$ cat src/rtl/sprite_draw_scheduler.sv
// Tile draw scheduler: arbitrates a full-board refresh sweep against queued single-tile
// updates, fetches each tile's sprite id from the map RAM and launches one sprite_draw slot.
module sprite_draw_scheduler #(
    parameter int BOARD_W     = 20,
    parameter int BOARD_H     = 15,
    parameter int DRAW_CYCLES = 64,
    parameter int FIFO_DEPTH  = 4
) (
    input  logic       clk,
    input  logic       resetn,
    input  logic       refresh_req,
    input  logic       upd_valid,
    output logic       upd_ready,
    input  logic [4:0] upd_col,
    input  logic [3:0] upd_row,
    output logic [4:0] map_col,
    output logic [3:0] map_row,
    input  logic [3:0] map_sprite_id,
    output logic [7:0] x_out,
    output logic [6:0] y_out,
    output logic [3:0] sprite_id_out,
    output logic       begin_draw,
    output logic       busy,
    output logic       refresh_done
);

    localparam int PTR_W  = (FIFO_DEPTH > 1) ? $clog2(FIFO_DEPTH) : 1;
    localparam int CNT_W  = $clog2(FIFO_DEPTH + 1);
    localparam int WAIT_W = $clog2(DRAW_CYCLES + 1);

    localparam logic [4:0]        COL_LIM   = 5'(BOARD_W);
    localparam logic [4:0]        LAST_COL  = 5'(BOARD_W - 1);
    localparam logic [3:0]        ROW_LIM   = 4'(BOARD_H);
    localparam logic [3:0]        LAST_ROW  = 4'(BOARD_H - 1);
    localparam logic [CNT_W-1:0]  FIFO_FULL = CNT_W'(FIFO_DEPTH);
    localparam logic [CNT_W-1:0]  CNT_ZERO  = {CNT_W{1'b0}};
    localparam logic [CNT_W-1:0]  CNT_ONE   = CNT_W'(1'b1);
    localparam logic [PTR_W-1:0]  PTR_ONE   = PTR_W'(1'b1);
    localparam logic [WAIT_W-1:0] WAIT_LOAD = WAIT_W'(DRAW_CYCLES);
    localparam logic [WAIT_W-1:0] WAIT_ZERO = {WAIT_W{1'b0}};
    localparam logic [WAIT_W-1:0] WAIT_ONE  = WAIT_W'(1'b1);

    typedef enum logic [2:0] {
        ST_IDLE  = 3'd0,
        ST_FETCH = 3'd1,
        ST_LATCH = 3'd2,
        ST_ISSUE = 3'd3,
        ST_WAIT  = 3'd4
    } state_t;

    state_t state_r, state_s;

    // Update queue storage: entry = {row, col}
    logic [8:0]        fifo_mem_r [FIFO_DEPTH];
    logic [PTR_W-1:0]  wr_ptr_r, rd_ptr_r;
    logic [CNT_W-1:0]  q_cnt_r;

    logic              sweep_active_r, pending_r, rr_last_r, cur_last_r;
    logic [4:0]        sweep_col_r, map_col_r;
    logic [3:0]        sweep_row_r, map_row_r;
    logic [7:0]        x_r;
    logic [6:0]        y_r;
    logic [3:0]        sprite_id_r;
    logic              begin_draw_r, refresh_done_r;
    logic [WAIT_W-1:0] wait_cnt_r;

    logic              upd_ready_s, in_range_s, push_s, pop_s, q_empty_s;
    logic [4:0]        head_col_s, grant_col_s;
    logic [3:0]        head_row_s, grant_row_s;
    logic              sweep_req_s, start_sweep_s, grant_sweep_s, grant_q_s, grant_s;
    logic              grant_last_s, sweep_done_s;

    assign upd_ready_s   = (q_cnt_r != FIFO_FULL);
    assign q_empty_s     = (q_cnt_r == CNT_ZERO);
    assign in_range_s    = (upd_col < COL_LIM) && (upd_row < ROW_LIM);
    assign push_s        = upd_valid && upd_ready_s && in_range_s;
    assign pop_s         = grant_q_s;
    assign head_col_s    = fifo_mem_r[rd_ptr_r][4:0];
    assign head_row_s    = fifo_mem_r[rd_ptr_r][8:5];

    // A pending refresh counts as a sweep request in the same IDLE cycle that starts it
    assign sweep_req_s   = sweep_active_r || pending_r;
    assign start_sweep_s = (state_r == ST_IDLE) && pending_r && !sweep_active_r;
    assign grant_s       = grant_sweep_s || grant_q_s;
    assign grant_col_s   = grant_q_s ? head_col_s : sweep_col_r;
    assign grant_row_s   = grant_q_s ? head_row_s : sweep_row_r;
    assign grant_last_s  = grant_sweep_s && (sweep_col_r == LAST_COL) && (sweep_row_r == LAST_ROW);
    assign sweep_done_s  = (state_r == ST_WAIT) && (wait_cnt_r == WAIT_ZERO) && cur_last_r;

    assign upd_ready     = upd_ready_s;
    assign map_col       = map_col_r;
    assign map_row       = map_row_r;
    assign x_out         = x_r;
    assign y_out         = y_r;
    assign sprite_id_out = sprite_id_r;
    assign begin_draw    = begin_draw_r;
    assign refresh_done  = refresh_done_r;
    assign busy          = (state_r != ST_IDLE) || sweep_active_r || pending_r || !q_empty_s;

    // Arbitration and next-state decode
    always_comb begin
        grant_sweep_s = 1'b0;
        grant_q_s     = 1'b0;
        state_s       = state_r;
        case (state_r)
            ST_IDLE: begin
                if (sweep_req_s && !q_empty_s) begin
                    if (rr_last_r) begin
                        grant_sweep_s = 1'b1;
                    end else begin
                        grant_q_s = 1'b1;
                    end
                end else if (sweep_req_s) begin
                    grant_sweep_s = 1'b1;
                end else if (!q_empty_s) begin
                    grant_q_s = 1'b1;
                end else begin
                    grant_sweep_s = 1'b0;
                    grant_q_s     = 1'b0;
                end
                if (grant_sweep_s || grant_q_s) begin
                    state_s = ST_FETCH;
                end else begin
                    state_s = ST_IDLE;
                end
            end
            ST_FETCH: state_s = ST_LATCH;
            ST_LATCH: state_s = ST_ISSUE;
            ST_ISSUE: state_s = ST_WAIT;
            ST_WAIT: begin
                if (wait_cnt_r == WAIT_ZERO) begin
                    state_s = ST_IDLE;
                end else begin
                    state_s = ST_WAIT;
                end
            end
            default: state_s = ST_IDLE;
        endcase
    end

    // Update queue: out-of-board requests are handshaken but dropped
    always_ff @(posedge clk or negedge resetn) begin
        if (!resetn) begin
            for (int i = 0; i < FIFO_DEPTH; i++) begin
                fifo_mem_r[i] <= 9'b0;
            end
            wr_ptr_r <= {PTR_W{1'b0}};
            rd_ptr_r <= {PTR_W{1'b0}};
            q_cnt_r  <= CNT_ZERO;
        end else begin
            if (push_s) begin
                fifo_mem_r[wr_ptr_r] <= {upd_row, upd_col};
                wr_ptr_r             <= wr_ptr_r + PTR_ONE;
            end
            if (pop_s) begin
                rd_ptr_r <= rd_ptr_r + PTR_ONE;
            end
            case ({push_s, pop_s})
                2'b10:   q_cnt_r <= q_cnt_r + CNT_ONE;
                2'b01:   q_cnt_r <= q_cnt_r - CNT_ONE;
                default: q_cnt_r <= q_cnt_r;
            endcase
        end
    end

    // Sweep bookkeeping, refresh pending flag and round-robin history
    always_ff @(posedge clk or negedge resetn) begin
        if (!resetn) begin
            pending_r      <= 1'b0;
            sweep_active_r <= 1'b0;
            sweep_col_r    <= 5'd0;
            sweep_row_r    <= 4'd0;
            rr_last_r      <= 1'b0;
        end else begin
            if (refresh_req) begin
                pending_r <= 1'b1;
            end else if (start_sweep_s) begin
                pending_r <= 1'b0;
            end
            if (start_sweep_s || grant_sweep_s) begin
                sweep_active_r <= 1'b1;
            end else if (sweep_done_s) begin
                sweep_active_r <= 1'b0;
            end
            // Counters wrap to (0,0) on the last grant, ready for the next sweep
            if (grant_sweep_s) begin
                if (sweep_col_r == LAST_COL) begin
                    sweep_col_r <= 5'd0;
                    if (sweep_row_r == LAST_ROW) begin
                        sweep_row_r <= 4'd0;
                    end else begin
                        sweep_row_r <= sweep_row_r + 4'd1;
                    end
                end else begin
                    sweep_col_r <= sweep_col_r + 5'd1;
                end
            end
            if (grant_s) begin
                rr_last_r <= grant_q_s;
            end
        end
    end

    // Tile datapath and draw-slot sequencing
    always_ff @(posedge clk or negedge resetn) begin
        if (!resetn) begin
            state_r        <= ST_IDLE;
            map_col_r      <= 5'd0;
            map_row_r      <= 4'd0;
            cur_last_r     <= 1'b0;
            x_r            <= 8'd0;
            y_r            <= 7'd0;
            sprite_id_r    <= 4'd0;
            begin_draw_r   <= 1'b0;
            refresh_done_r <= 1'b0;
            wait_cnt_r     <= WAIT_ZERO;
        end else begin
            state_r        <= state_s;
            begin_draw_r   <= (state_s == ST_ISSUE);
            refresh_done_r <= (state_r == ST_WAIT) && (wait_cnt_r == WAIT_ONE) && cur_last_r;
            if (grant_s) begin
                map_col_r  <= grant_col_s;
                map_row_r  <= grant_row_s;
                cur_last_r <= grant_last_s;
            end
            // Map RAM data for the address presented in FETCH is valid during LATCH
            if (state_r == ST_LATCH) begin
                sprite_id_r <= map_sprite_id;
                x_r         <= {map_col_r, 3'b000};
                y_r         <= {map_row_r, 3'b000};
            end
            if (state_r == ST_ISSUE) begin
                wait_cnt_r <= WAIT_LOAD;
            end else if ((state_r == ST_WAIT) && (wait_cnt_r != WAIT_ZERO)) begin
                wait_cnt_r <= wait_cnt_r - WAIT_ONE;
            end
        end
    end

endmodule

$ cat config.mk
export PLATFORM = sky130hd
export DESIGN_NAME = sprite_draw_scheduler
export DESIGN_NICKNAME = d
export VERILOG_FILES = /design/src/rtl/sprite_draw_scheduler.sv
export SDC_FILE = /design/constraint.sdc
export NUM_CORES = 1
export LEC_CHECK = 0
export CORE_ASPECT_RATIO = 1.5
export CORE_MARGIN = 2
export CORE_UTILIZATION = 50
export CTS_CLUSTER_DIAMETER = 100
export DETAILED_ROUTE_END_ITERATION = 16
export GPL_TIMING_DRIVEN = 0
export PLACE_DENSITY = 0.72
export SLEW_MARGIN = 40
export SYNTH_ARGS = -nofsm -noshare
export SYNTH_HDL_FRONTEND = slang
export SYNTH_SLANG_ARGS = --single-unit
$ cat constraint.sdc
create_clock -name clk -period 2.7 [get_ports clk]
set_input_delay 0.27 -clock clk [delete_from_list [all_inputs] [get_ports clk]]
set_output_delay 0.27 -clock clk [all_outputs]
set_load 0.02 [all_outputs]
==> results, run 1 <==
- The finished layout holds 505 standard cells, fillers aside.
- The most critical setup path has its startpoint at q_cnt_r[1].
- The area occupied by registers is 2250 µm².
- The endpoint identified for the worst register-to-register timing path is q_cnt_r[2].
- The TritonCTS clock tree is done.
- The predominant post-synthesis flop cell is dfrtp_1.
- Fill cells in the final layout number roughly 650.
- The pre-antenna-repair detailed-routing pass consisted of 4 iterations.
- Max-cap violations in this run came to 0.
- After layout, the worst setup slack is ~0.38 ns.
- After the first detailed-routing iteration, the DRC count stood at ~130.
- The post-synthesis average cell area is 13.2 µm².
- The peak clock frequency supported by timing is 0.431 GHz.
- Of the post-synthesis cell area, the dominant cell type holds 0.514.
- For this run, the number of Yosys warnings is 0.
- The type of element launching the critical path is a flop.
- The cell count after synthesis came out at 333.
- The fraction of synthesis flops using an asynchronous set or reset pin is 1.00.
- The critical path arrival is 2.58 ns.
- TritonCTS created 9 clock buffers.
- The worst setup path is of the reg -> reg kind.
- The flow ran to the end, and the final reports show no timing, DRC or antenna violations.
- Setup violations remaining at the end of the flow were counted as 0.
- The leakage power summed over all cells is ~0.0024 µW.
- The required time of the worst setup path is approximately 3 ns.
- The worst hold-check slack is 0.438 ns.
- The total chip power is 4230 µW.
- Along the worst path, the maximum fanout reaches 8.
- At the placement stage, the worst setup path has a slack of around 0.14 ns.
- The number of antenna violations at the first check in global routing is 0.
- During I/O placement, the number of pins put on the boundary was a little under 50.
- The clock period could shrink to around 2.3 ns.
- Yosys mapped a number of flops with a built-in enable equal to 0.
- Leaving out fill and tap cells, the most frequent cells in the layout are dfrtp_1, clkdlybuf4s50_1, mux2_4, nand2_1, nor2_1.
- The first global-routing pass estimated roughly 14,000 µm of wire.
- The critical path capture point type is a flop.
- The post-synthesis cell area is 4380 µm².
- The number of pins with negative max-slew slack in the final report is 0.
- CTS built an H-tree with a depth of 3.
- The maximum number of pins on one net before global-route repair is 50.
- The maximum buffer depth of the clock tree is 2.
- The synthesis-stage register bit count is 90.
- The horizontal die dimension is around 80 µm.
- The worst hold-check path type is in -> async.
- The count of nets after finishing is 419.
- Dividing the final minimum period by the clock period gives 0.860.
- The maximum VDD drop is 0.586 mV.
- In the final layout, the share of cells above drive strength 1 is 0.274.
- The final route contains 2,701 vias.
- After detailed routing, the average wire length per cell comes to between 15 and 20 µm.
- After legalization and detailed placement, the total HPWL measured about 5900 µm.
- The total of buffers placed on input and output ports is 42.
- The slew at the pin with the worst max-slew slack is 0.714 ns.
- The reg-to-reg startpoint is q_cnt_r[1].
- For this block, the routed nets add up to 8150 µm of wire.
- The ratio of total power to cell area is 800 nW/µm².
- Counting every sink on the clock net gives 90.
- The most frequent standard cell in the layout excluding fill and tap cells is dfrtp_1.
- The buffers inserted during post-CTS setup optimization is 0.
- The maximum clock skew at final layout is about 0.0055 ns.
- Of all cell types, the one taking the most synthesized area is dfrtp_1.
- The floorplan step set the die height to 119 µm.
- Yosys attributes the largest share of cell area to dfrtp_1, mux2_4, mux4_2, mux2_2, nand2_1.
- Once detail routing completed, the nets flagged for antenna violations numbered 0.
- The number of placed instances, taps included, is 488.
- Headroom to the max-slew limit came out at 0.524.
- For this run, design rule violations remaining after detail routing come to 0.
- Clock-pin slew was measured on the worst setup and hold paths at approximately 0.06 ns.
- The sequential-to-total area share from yosys stat is 0.514.
- The area enclosed by the die boundary is 9540 µm².
- The end of the critical path is q_cnt_r[2].
- Relative to the synthesized area, the layout overhead comes to 20.6%.
- The number of global-route vias before repair was 2,764.
- The total overflow reported by the global router is 0.
- The worst register-to-register path has a setup slack of 0.38 ns.
- The final number of hold-violating endpoints is 0.
- The area of the core is 8460 µm².
- CTS placed an instance of clkbuf_16 at the clock tree root.
- The multi-input combinational cells in the finished layout cover a total of 1980 µm².
- The count of instances resized after the clock tree is built is 0.
- The final weighted congestion in routability-driven placement is 0.856.
- The via-per-instance ratio is about 5.3.
- The initial utilization of the core area, before any placement, comes to 0.518.
- The cell depth of the worst flop-to-flop path is 10.
- The overall routing resource usage is 0.189.
- The number of antenna diodes is 0.
- The cell row count is 41.
- The clock insertion delay at the later pin of the skew report is around 0.33 ns.
- Setup repair after global routing left no endpoint under its margin.
- Synthesis instantiated 49 different standard cells from the library.
- Summed over all failing endpoints, the final setup total negative slack is 0 ns.
==> per-stage QoR <==
stage                     cell area [µm²]   util
after floorplan                      4400      -
after global placement               4950  0.585
after detailed placement             4980  0.588
after CTS                            5290  0.624
after global routing                 5290  0.624
final                                5290  0.624
==> worst max-delay path: stages, from the launching register on <==
cell and delay, ns:
dfrtp_1 0.42, or3b_4 0.43, and4_4 0.19, buf_12 0.15, inv_1 0.06, ha_1 0.17, inv_1 0.06, fa_1 0.37
xor2_1 0.15, nor2_1 0.11, xor2_1 0.14
==> metal layers <==
metal  track usage  vias to the layer above  wire (µm)
li1              -                     1285          -
met1         0.251                     1336       3600
met2         0.290                       61       4030
met3        0.0458                       19        275
met4        0.0847                        0        246
met5             0                        -          0
==> how the worst min path moves through the flow <==
stage | slack (ns) | from | cells past startpoint | end
after floorplan | -0.03 | resetn | 0 | begin_draw
after global placement | 0.49 | fifo_mem_r[24] | 1 | fifo_mem_r[24]
after detailed placement | 0.24 | resetn | 1 | wait_cnt_r[0]
after CTS | 0.45 | resetn | 2 | wait_cnt_r[0]
after global routing | 0.47 | resetn | 2 | wait_cnt_r[1]
final | 0.44 | resetn | 2 | wait_cnt_r[0]
==> power breakdown <==
part	total [µW]	internal, µW	switching, µW
Combinational	1120	680	436
Sequential	1860	1670	192
Clock	1250	767	487
==> logic make-up after synthesis <==
| kind of cell | Yosys count | synth area share |
|---|---|---|
| buf+inv | 30 | 0.0374 |
| compound gates | 40 | 0.0617 |
| simple gates | 91 | 0.125 |
| other cells | 1 | 0.000856 |
| fa+ha+maj | 9 | 0.0274 |
| flops | 90 | 0.514 |
| xor+xnor | 11 | 0.0220 |
| mux | 61 | 0.211 |
==> cell type report <==
cell class / count / share of cell area
Multi-Input combinational cell: 218 / 0.375
Sequential cell: 90 / 0.426
Tap cell: 107 / 0.0253
Timing Repair Buffer: 44 / 0.0855
Inverter: 11 / 0.00781
Clock buffer: 14 / 0.0500
Clock inverter: 2 / 0.00663
Buffer: 19 / 0.0232
==> state kept, by name (all words and copies together) (netlist names), 3 cells and up <==
signal,flops
fifo_mem_r,36
map_col,5
map_row,4
q_cnt_r,3
sprite_id_out,4
state_r,3
sweep_col_r,5
sweep_row_r,4
wait_cnt_r,7
x_out,5
y_out,4
==> synth_stat cells, types with 2 or more instances <==
cell type	number
a21o_1	3
a21oi_1	3
a31oi_1	10
and4bb_2	2
buf_1	2
buf_2	7
buf_4	7
clkbuf_1	2
dfrtp_1	90
ha_1	8
inv_1	11
mux2_2	14
mux2_4	37
mux4_2	9
nand2_1	32
nand2_8	4
nand2b_1	2
nand3_1	8
nand3b_1	3
nand4_1	2
nor2_1	20
nor3_1	3
nor3b_2	2
o2111ai_1	2
o211ai_1	3
o21ai_0	12
o31ai_1	2
or2_2	2
or3_1	2
xnor2_1	5
xor2_1	6
==> repair_timing <==
| item | in CTS | in global routing |
|---|---|---|
| endpoints found under the hold margin | 48 | 0 |
| hold buffers | 1 | 0 |
| setup endpoints to repair | 0 | 0 |
No activity file was read; power rests on OpenSTA's default activity.
==> inputs of run 2 (changes only) <==
==> constraint.sdc (replaced) <==
create_clock -name clk -period 2.7 [get_ports clk]
set_input_delay 0.81 -clock clk [delete_from_list [all_inputs] [get_ports clk]]
set_output_delay 0.81 -clock clk [all_outputs]
set_load 0.02 [all_outputs]
==> run 2 against run 1 <==
  * Register-to-register slack worse by 0.02 ns
  * Flip-flop and latch count unchanged
  * First-iteration DRC count down 19%
  * Fmax down 9.3%
  * Sequential power about the same
  * Largest cell class unchanged
==> results, run 2 (synthesis gave the netlist of run 1 again) <==
- The post-route core utilization is 0.626.
- The area enclosed by the die boundary is 9540 µm².
- TritonCTS built the clock tree.
- Leaving out fill and tap cells, the most frequent cells in the layout are dfrtp_1, mux2_4, clkdlybuf4s50_1, nand2_1, nor2_1.
- Across the VDD grid, the largest voltage drop is 0.586 mV.
- The area occupied by registers is 2250 µm².
- Cell internal power was estimated by the tool at 3110 µW.
- For this design the ratio of total power to cell area is ~800 nW/µm².
- The net switching power of the design is 1120 µW.
- The level count of the clock H-tree is 3.
- The worst-path cell with the longest stage delay is clkdlybuf4s50_1.
- The peak clock frequency supported by timing is around 0.39 GHz.
- The first global-routing pass estimated 13,700 µm of wire.
- Setup repair after global routing left no endpoint under its margin.
- The relative max-transition margin is 0.523.
- The area of all placed cells without fillers is 5300 µm².
- The library cell used most frequently in the layout, excluding fill and tap cells, is dfrtp_1.
- The peak per-stage delay on the critical path is about 0.55 ns.
- The number of antenna diodes in the final layout is 0.
- The leakage power summed over all cells is 0.00248 µW.
- Dividing the final minimum period by the clock period gives 0.948.
- The busiest metal layer after global routing is met2.
- The antenna violation net count after detailed routing is 0.
- After clock tree synthesis, the clock-pin slew on the worst setup and hold paths is 0.06 ns.
- The combinational power share is 0.264.
- Routability-driven placement finished with a final weighted congestion of 0.856.
- The critical path in this run is classified as reg -> out.
- The HPWL after detailed placement is 5860 µm.
- The clock passes through at most 2 buffers.
- Data on the critical path is required at its endpoint by 1.89 ns.
- The placed instance count is between 400 and 500.
- The count of buffers added on input and output ports is 42.
- Clock skew on the completed layout was measured at 0.00464 ns.
- The final cell count without fillers is just over 500.
- The number of remaining DRC errors is 0.
- The critical-path maximum fanout is 4.
- Compared with the post-synthesis result, the final layout area differs by 20.9%.
- The violation count after the first detailed-routing iteration is 109.
- The via-per-instance ratio is 5.32.
- The worst reg-to-reg setup slack is about 0.36 ns.
- In this run the core area contains 41 standard-cell rows.
- The total chip power is 4230 µW.
- In this run, CTS created clock tree buffers numbering 9.
- For this configuration, the core starts out at a cell density of 0.518.
- The floorplan step set the die width to 80.4 µm.
- The fraction of power consumed by sequential logic is 0.441.
- For this run, the post-layout net count is 418.
- The I/O pin total is 49.
- The area of the core is 8460 µm².
- The total routed wirelength is roughly 8100 µm.
- The type of element launching the critical path is a flop.
- The floorplan die height is about 120 µm.
- Summing all multi-input logic gate instances after layout gives 1990 µm².
- For this run, the total global-route usage over all layers was measured as 0.189.
- The slew at the pin with the worst max-slew slack is 0.715 ns.
- The number of global-route vias before repair is 2,764.
- The count of filler cells inserted in the layout is 645.
- The number of pins with negative max-slew slack in the final report came to 0.
- The register with the most flip-flops in the layout has 36 of them.
- For this run, global-route usage on met1 was measured as 0.252.
- The total overflow reported by the global router is 0.
- The largest registers in the layout are fifo_mem_r: 36 flops, wait_cnt_r: 7 flops.
- The final number of hold-violating endpoints is 0.
- The proportion of layout cells with a drive suffix above 1 is 0.275.
- Setup violations remaining at the end of the flow were counted as 0.
- The average routed wire per standard cell is around 16 µm.
- The tool flagged a number of max-cap violations equal to 0.
- Traced cell by cell, the critical path runs through or3b_4 -> clkdlybuf4s50_1.
- The share of total power dissipated in the clock network is 0.295.
- The flow ran to the end, and the final reports show no timing, DRC or antenna violations.
- The worst hold-check path type is in -> async.
- Clock latency on the worst-skew pair, taken at its later pin, is 0.33 ns.
- The worst setup path is captured at an output pin.
- The minimum clock period after layout is 2.56 ns.
- The critical path arrival is 1.75 ns.
- Of the total power, the share spent switching nets is 0.264.
- The clock drives 90 sinks.
- In the global route stage, met3 resource usage came out at 0.0458.
- The maximum number of pins on one net before global-route repair is 50.
- The number of antenna violations at the first check in global routing came to 0.
- In the global route stage, met2 resource usage came out at 0.290.
- Clock tree synthesis selected as its root buffer the cell clkbuf_16.
- The total via count after detailed routing is 2,683.
- The first TritonRoute pass finished after 5 iterations.
- The register bank with the most flops is fifo_mem_r.
- The total cell area at the placement stage is 4980 µm².
run 2: cell count changes in the layout (fill, tap and decap cells not counted):
cell	delta
clkdlybuf4s50_1	-8
nor3_2	-1
dlygate4sd3_1	-1
o21ai_0	-1
o21ai_1	+1
dlymetal6s2s_1	+7
nor3_4	+1
dlygate4sd2_1	+1
run 2: critical path: cells and delay by family, from the launching register on:
kind	cells	cell delay [ns]
AND/OR/NAND/NOR	1	0.43
buffers and inverters	1	0.55
flip-flops	1	0.43
run 2: per-stage QoR:
step | hold slack [ns] | worst slack (ns) | setup TNS (ns)
floorplan | 0.474 | 0.383 | 0
global placement | 0.488 | -2.34 | -210.17
detailed placement | 0.493 | -0.402 | -0.729
CTS | 0.417 | 0.0186 | 0
global route | 0.436 | 0.0965 | 0
finish | 0.409 | 0.142 | 0
run 2: power by group through the flow:
stage	registers, µW	clock network (µW)	logic (µW)
floorplan	1820	0	913
global route	1910	1340	1210
finish	1860	1250	1120
global placement	1850	0	1090
CTS	1870	1270	1130
detailed placement	1880	0	1120
run 2: worst paths after layout:
kind / to / start / cells after the start
max: upd_ready / q_cnt_r[1] / 2
min: wait_cnt_r[0] / resetn / 1
max reg2reg: q_cnt_r[2] / q_cnt_r[1] / 10
min in group clk: y_out[5] / y_out[5] / 1
min reg2reg: y_out[5] / y_out[5] / 1
max in group asynchronous: fifo_mem_r[34] / resetn / 2
run 2: timing repair:
item                       CTS  global route
gates resized for setup      3             7
setup buffers                0             0
setup endpoints to repair    2             2
pin swaps                    1             0
hold buffers                 0             0
run 2: cell type report:
class                   instances  area share
clock inverters                 2     0.00661
clock buffers                  14      0.0498
inverters                      11     0.00779
flip-flops and latches         90       0.425
plain buffers                  19      0.0231
repair buffers                 43      0.0864
well taps                     107      0.0253
multi-input cells             218       0.376
run 2: layer usage:
metal  vias up  wire length [µm]
li1       1284                 -
met1      1327              3590
met2        55              4050
met3        17               270
met4         0               212
met5         -                 0
==> inputs of run 3 (changes only) <==
- CORE_UTILIZATION: 50 -> 55
- PLACE_DENSITY: 0.72 -> 0.78
==> run 3 against run 2 <==
  * Largest cell class unchanged
  * Flip-flop and latch count unchanged
  * Highest routed layer unchanged
  * Wire length up 3.1%
  * Critical path depth rose by 1
  * Design area is 1.0% higher
  * Power grew 5.6%
  * Critical path type unchanged
  * Fmax down 2.8%
==> results, run 3 (synthesis gave the netlist of run 1 again) <==
- Along the worst path, the maximum fanout reaches 6.
- The cell row count is 39.
- The critical path is of the reg -> out type.
- Walking the worst path, the cells encountered are nor3_4 -> nand3_1 -> clkdlybuf4s50_1.
- The relative max-transition margin is 0.561.
- The analysis attributes to cell leakage a power of about 0.0025 µW.
- The peak clock frequency supported by timing is 0.380 GHz.
- The H-tree was split into 3 levels.
- Clock tree synthesis inserted a total of 9 buffers.
- After the first detailed-routing iteration, the DRC count stood at 200.
- The worst register-to-register path begins at q_cnt_r[0].
- The largest registers in the layout are fifo_mem_r: 36 flops, wait_cnt_r: 7 flops.
- The combinational power share is 0.258.
- The area enclosed by the die boundary is 8710 µm².
- Wires add up to 8370 µm.
- The critical path arrival is 1.82 ns.
- In the final layout, the share of cells above drive strength 1 is 0.287.
- The type of element launching the critical path is a flop.
- The run finished with clean final reports.
- Including well taps, the total number of placed cells is 483.
- Summed over all nets, the switching power comes to 1190 µW.
- The initial cell density of the core is 0.572.
- The via-per-instance ratio is roughly 5.5.
- The final weighted congestion in routability-driven placement is 0.878.
- The largest individual stage delay along the critical path comes from the cell clkdlybuf4s50_1.
- In the finished design, the share of the clock period the worst path needs comes to 0.975.
- The number of buffer and inverter instances along the worst setup path is 1.
- The clock insertion delay at the later pin of the skew report is 0.34 ns.
- The required time of the worst setup path is 1.89 ns.
- The final number of hold-violating endpoints came to 0.
- The number of sinks driven by the clock tree is 90.
- The maximum number of pins on one net before global-route repair is 50.
- The maximum clock skew at final layout is about 0.0075 ns.
- The wire length of the first global-routing pass is 14,000 µm.
- The antenna violation net count after detailed routing is 0.
- The horizontal die dimension is ~77 µm.
- The final cell count without fillers is around 500.
- Grouping stages by cell kind, the critical path spends the most delay in buffers and inverters.
- The total of buffers placed on input and output ports is 42.
- The maximum VDD drop is 0.694 mV.
- The fraction of power consumed by sequential logic is 0.421.
- The detailed-router iteration count before antenna repair is 4.
- The number of pins with negative max-slew slack in the final report is 0.
- Ranked by flip-flop count, first place goes to fifo_mem_r.
- On the worst path, the slowest cell contributes a delay of 0.55 ns.
- The HPWL after detailed placement is 5780 µm.
- STA classifies the critical path endpoint as an output pin.
- Hold timing on the final database bottoms out at a slack of 0.399 ns.
- The root buffer selected by CTS is clkbuf_16.
- The minimum clock period after layout is 2.63 ns.
- The total chip power is around 4500 µW.
- The total via count after detailed routing is 2,750.
- The number of global-route vias before repair is 2,774.
- The share of total power dissipated in the clock network is 0.321.
- In this run the register-to-register setup slack is 0.37 ns.
- Max-cap violations in this run came to 0.
- The library cell used most frequently in the layout, excluding fill and tap cells, is dfrtp_1.
- For this design the ratio of total power to cell area is 835 nW/µm².
- 49 I/O pins were placed.
- The number of setup violations in the final report is 0.
- 0 antenna diodes ended up in the layout.
- The count of nets after finishing is approximately 420.
- The clock transition time at the flip-flop clock pins of the worst setup and hold paths is 0.06 ns.
- The cell depth of the worst flop-to-flop path is 10.
- The worst hold-check path type is in -> async.
- The number of antenna violations at the first check in global routing is 0.
- The overall routing resource usage is 0.207.
- The register with the most flip-flops in the layout has 36 of them.
- The internal power of the cells totals between 3000 and 4000 µW.
- TritonCTS built the clock tree.
- The top cell types in the final layout, fill and taps aside, are dfrtp_1, mux2_4, clkdlybuf4s50_1, nand2_1, nor2_1.
- The destination of the worst register-to-register timing path is q_cnt_r[2].
- After routing, the total negative slack on setup checks comes to 0 ns.
- Of the total power, the share spent switching nets is 0.266.
- In this run the vertical extent of the chip is 113 µm.
- The average routed wire per standard cell is 16.6 µm.
- Global routing finished with a remaining overflow of 0.
- The maximum buffer depth of the clock tree is 2.
- The count of filler cells inserted in the layout is 557.
- The synthesis-to-layout area growth is 22.1%.
- The number of remaining DRC errors is 0.
- The total area inside the core boundary comes to 7660 µm².
- The slew at the pin with the worst max-slew slack is around 0.66 ns.
-- run 3: layer usage --
layer | vias up | part of all wire | track usage
met5 | - | 0 | 0
met4 | 0 | 0.019 | 0.0812
met3 | 13 | 0.038 | 0.0447
met2 | 71 | 0.51 | 0.344
met1 | 1372 | 0.43 | 0.266
li1 | 1294 | - | -
-- run 3: repair_timing --
action / in CTS / in global routing
hold buffers: 0 / 0
setup buffers: 1 / 3
setup endpoints to repair: 2 / 3
pin swaps: 2 / 1
resized for setup: 5 / 3
-- run 3: area by class of cell --
type                    instances  area (µm²)  area share
clock buffers                  10         229      0.0428
plain buffers                  19         123      0.0229
repair buffers                 47         474      0.0886
clock inverters                 6         114      0.0213
flip-flops and latches         90        2250       0.421
well taps                     102         128      0.0238
multi-input cells             218        1990       0.372
inverters                      11        41.3     0.00772
-- run 3: power groups by stage --
stage	combinational [µW]	clock [µW]	sequential [µW]
3_5_place_dp	1110	0	1880
5_1_grt	1240	1500	1920
4_1_cts	1130	1450	1880
2_1_floorplan	913	0	1820
6_report	1150	1430	1880
3_3_place_gp	1080	0	1860
-- run 3: metrics by stage --
step | worst slack [ns] | util | area, µm²
2_1_floorplan | 0.383 | - | 4400
4_1_cts | 0.0129 | 0.695 | 5320
6_report | 0.0668 | 0.699 | 5350
3_5_place_dp | -0.436 | 0.649 | 4970
5_1_grt | -0.00543 | 0.699 | 5350
3_3_place_gp | -2.32 | 0.646 | 4950
-- run 3: worst reg2reg max path: stages, from the launching register on --
cell,delay (ns)
dfrtp_1,0.44
or3b_4,0.40
and4_4,0.18
buf_12,0.15
inv_1,0.06
ha_1,0.17
inv_1,0.06
fa_1,0.37
xor2_1,0.15
nor2_1,0.11
xor2_1,0.15
-- run 3: worst max path at each step --
stage,endpoint,depth (start not counted),from
after floorplan,q_cnt_r[2],10,upd_row[1]
after global placement,wr_ptr_r[0],1,resetn
after detailed placement,q_cnt_r[2],11,upd_row[2]
after CTS,busy,3,q_cnt_r[1]
after global routing,busy,3,q_cnt_r[1]
final,busy,3,q_cnt_r[1]
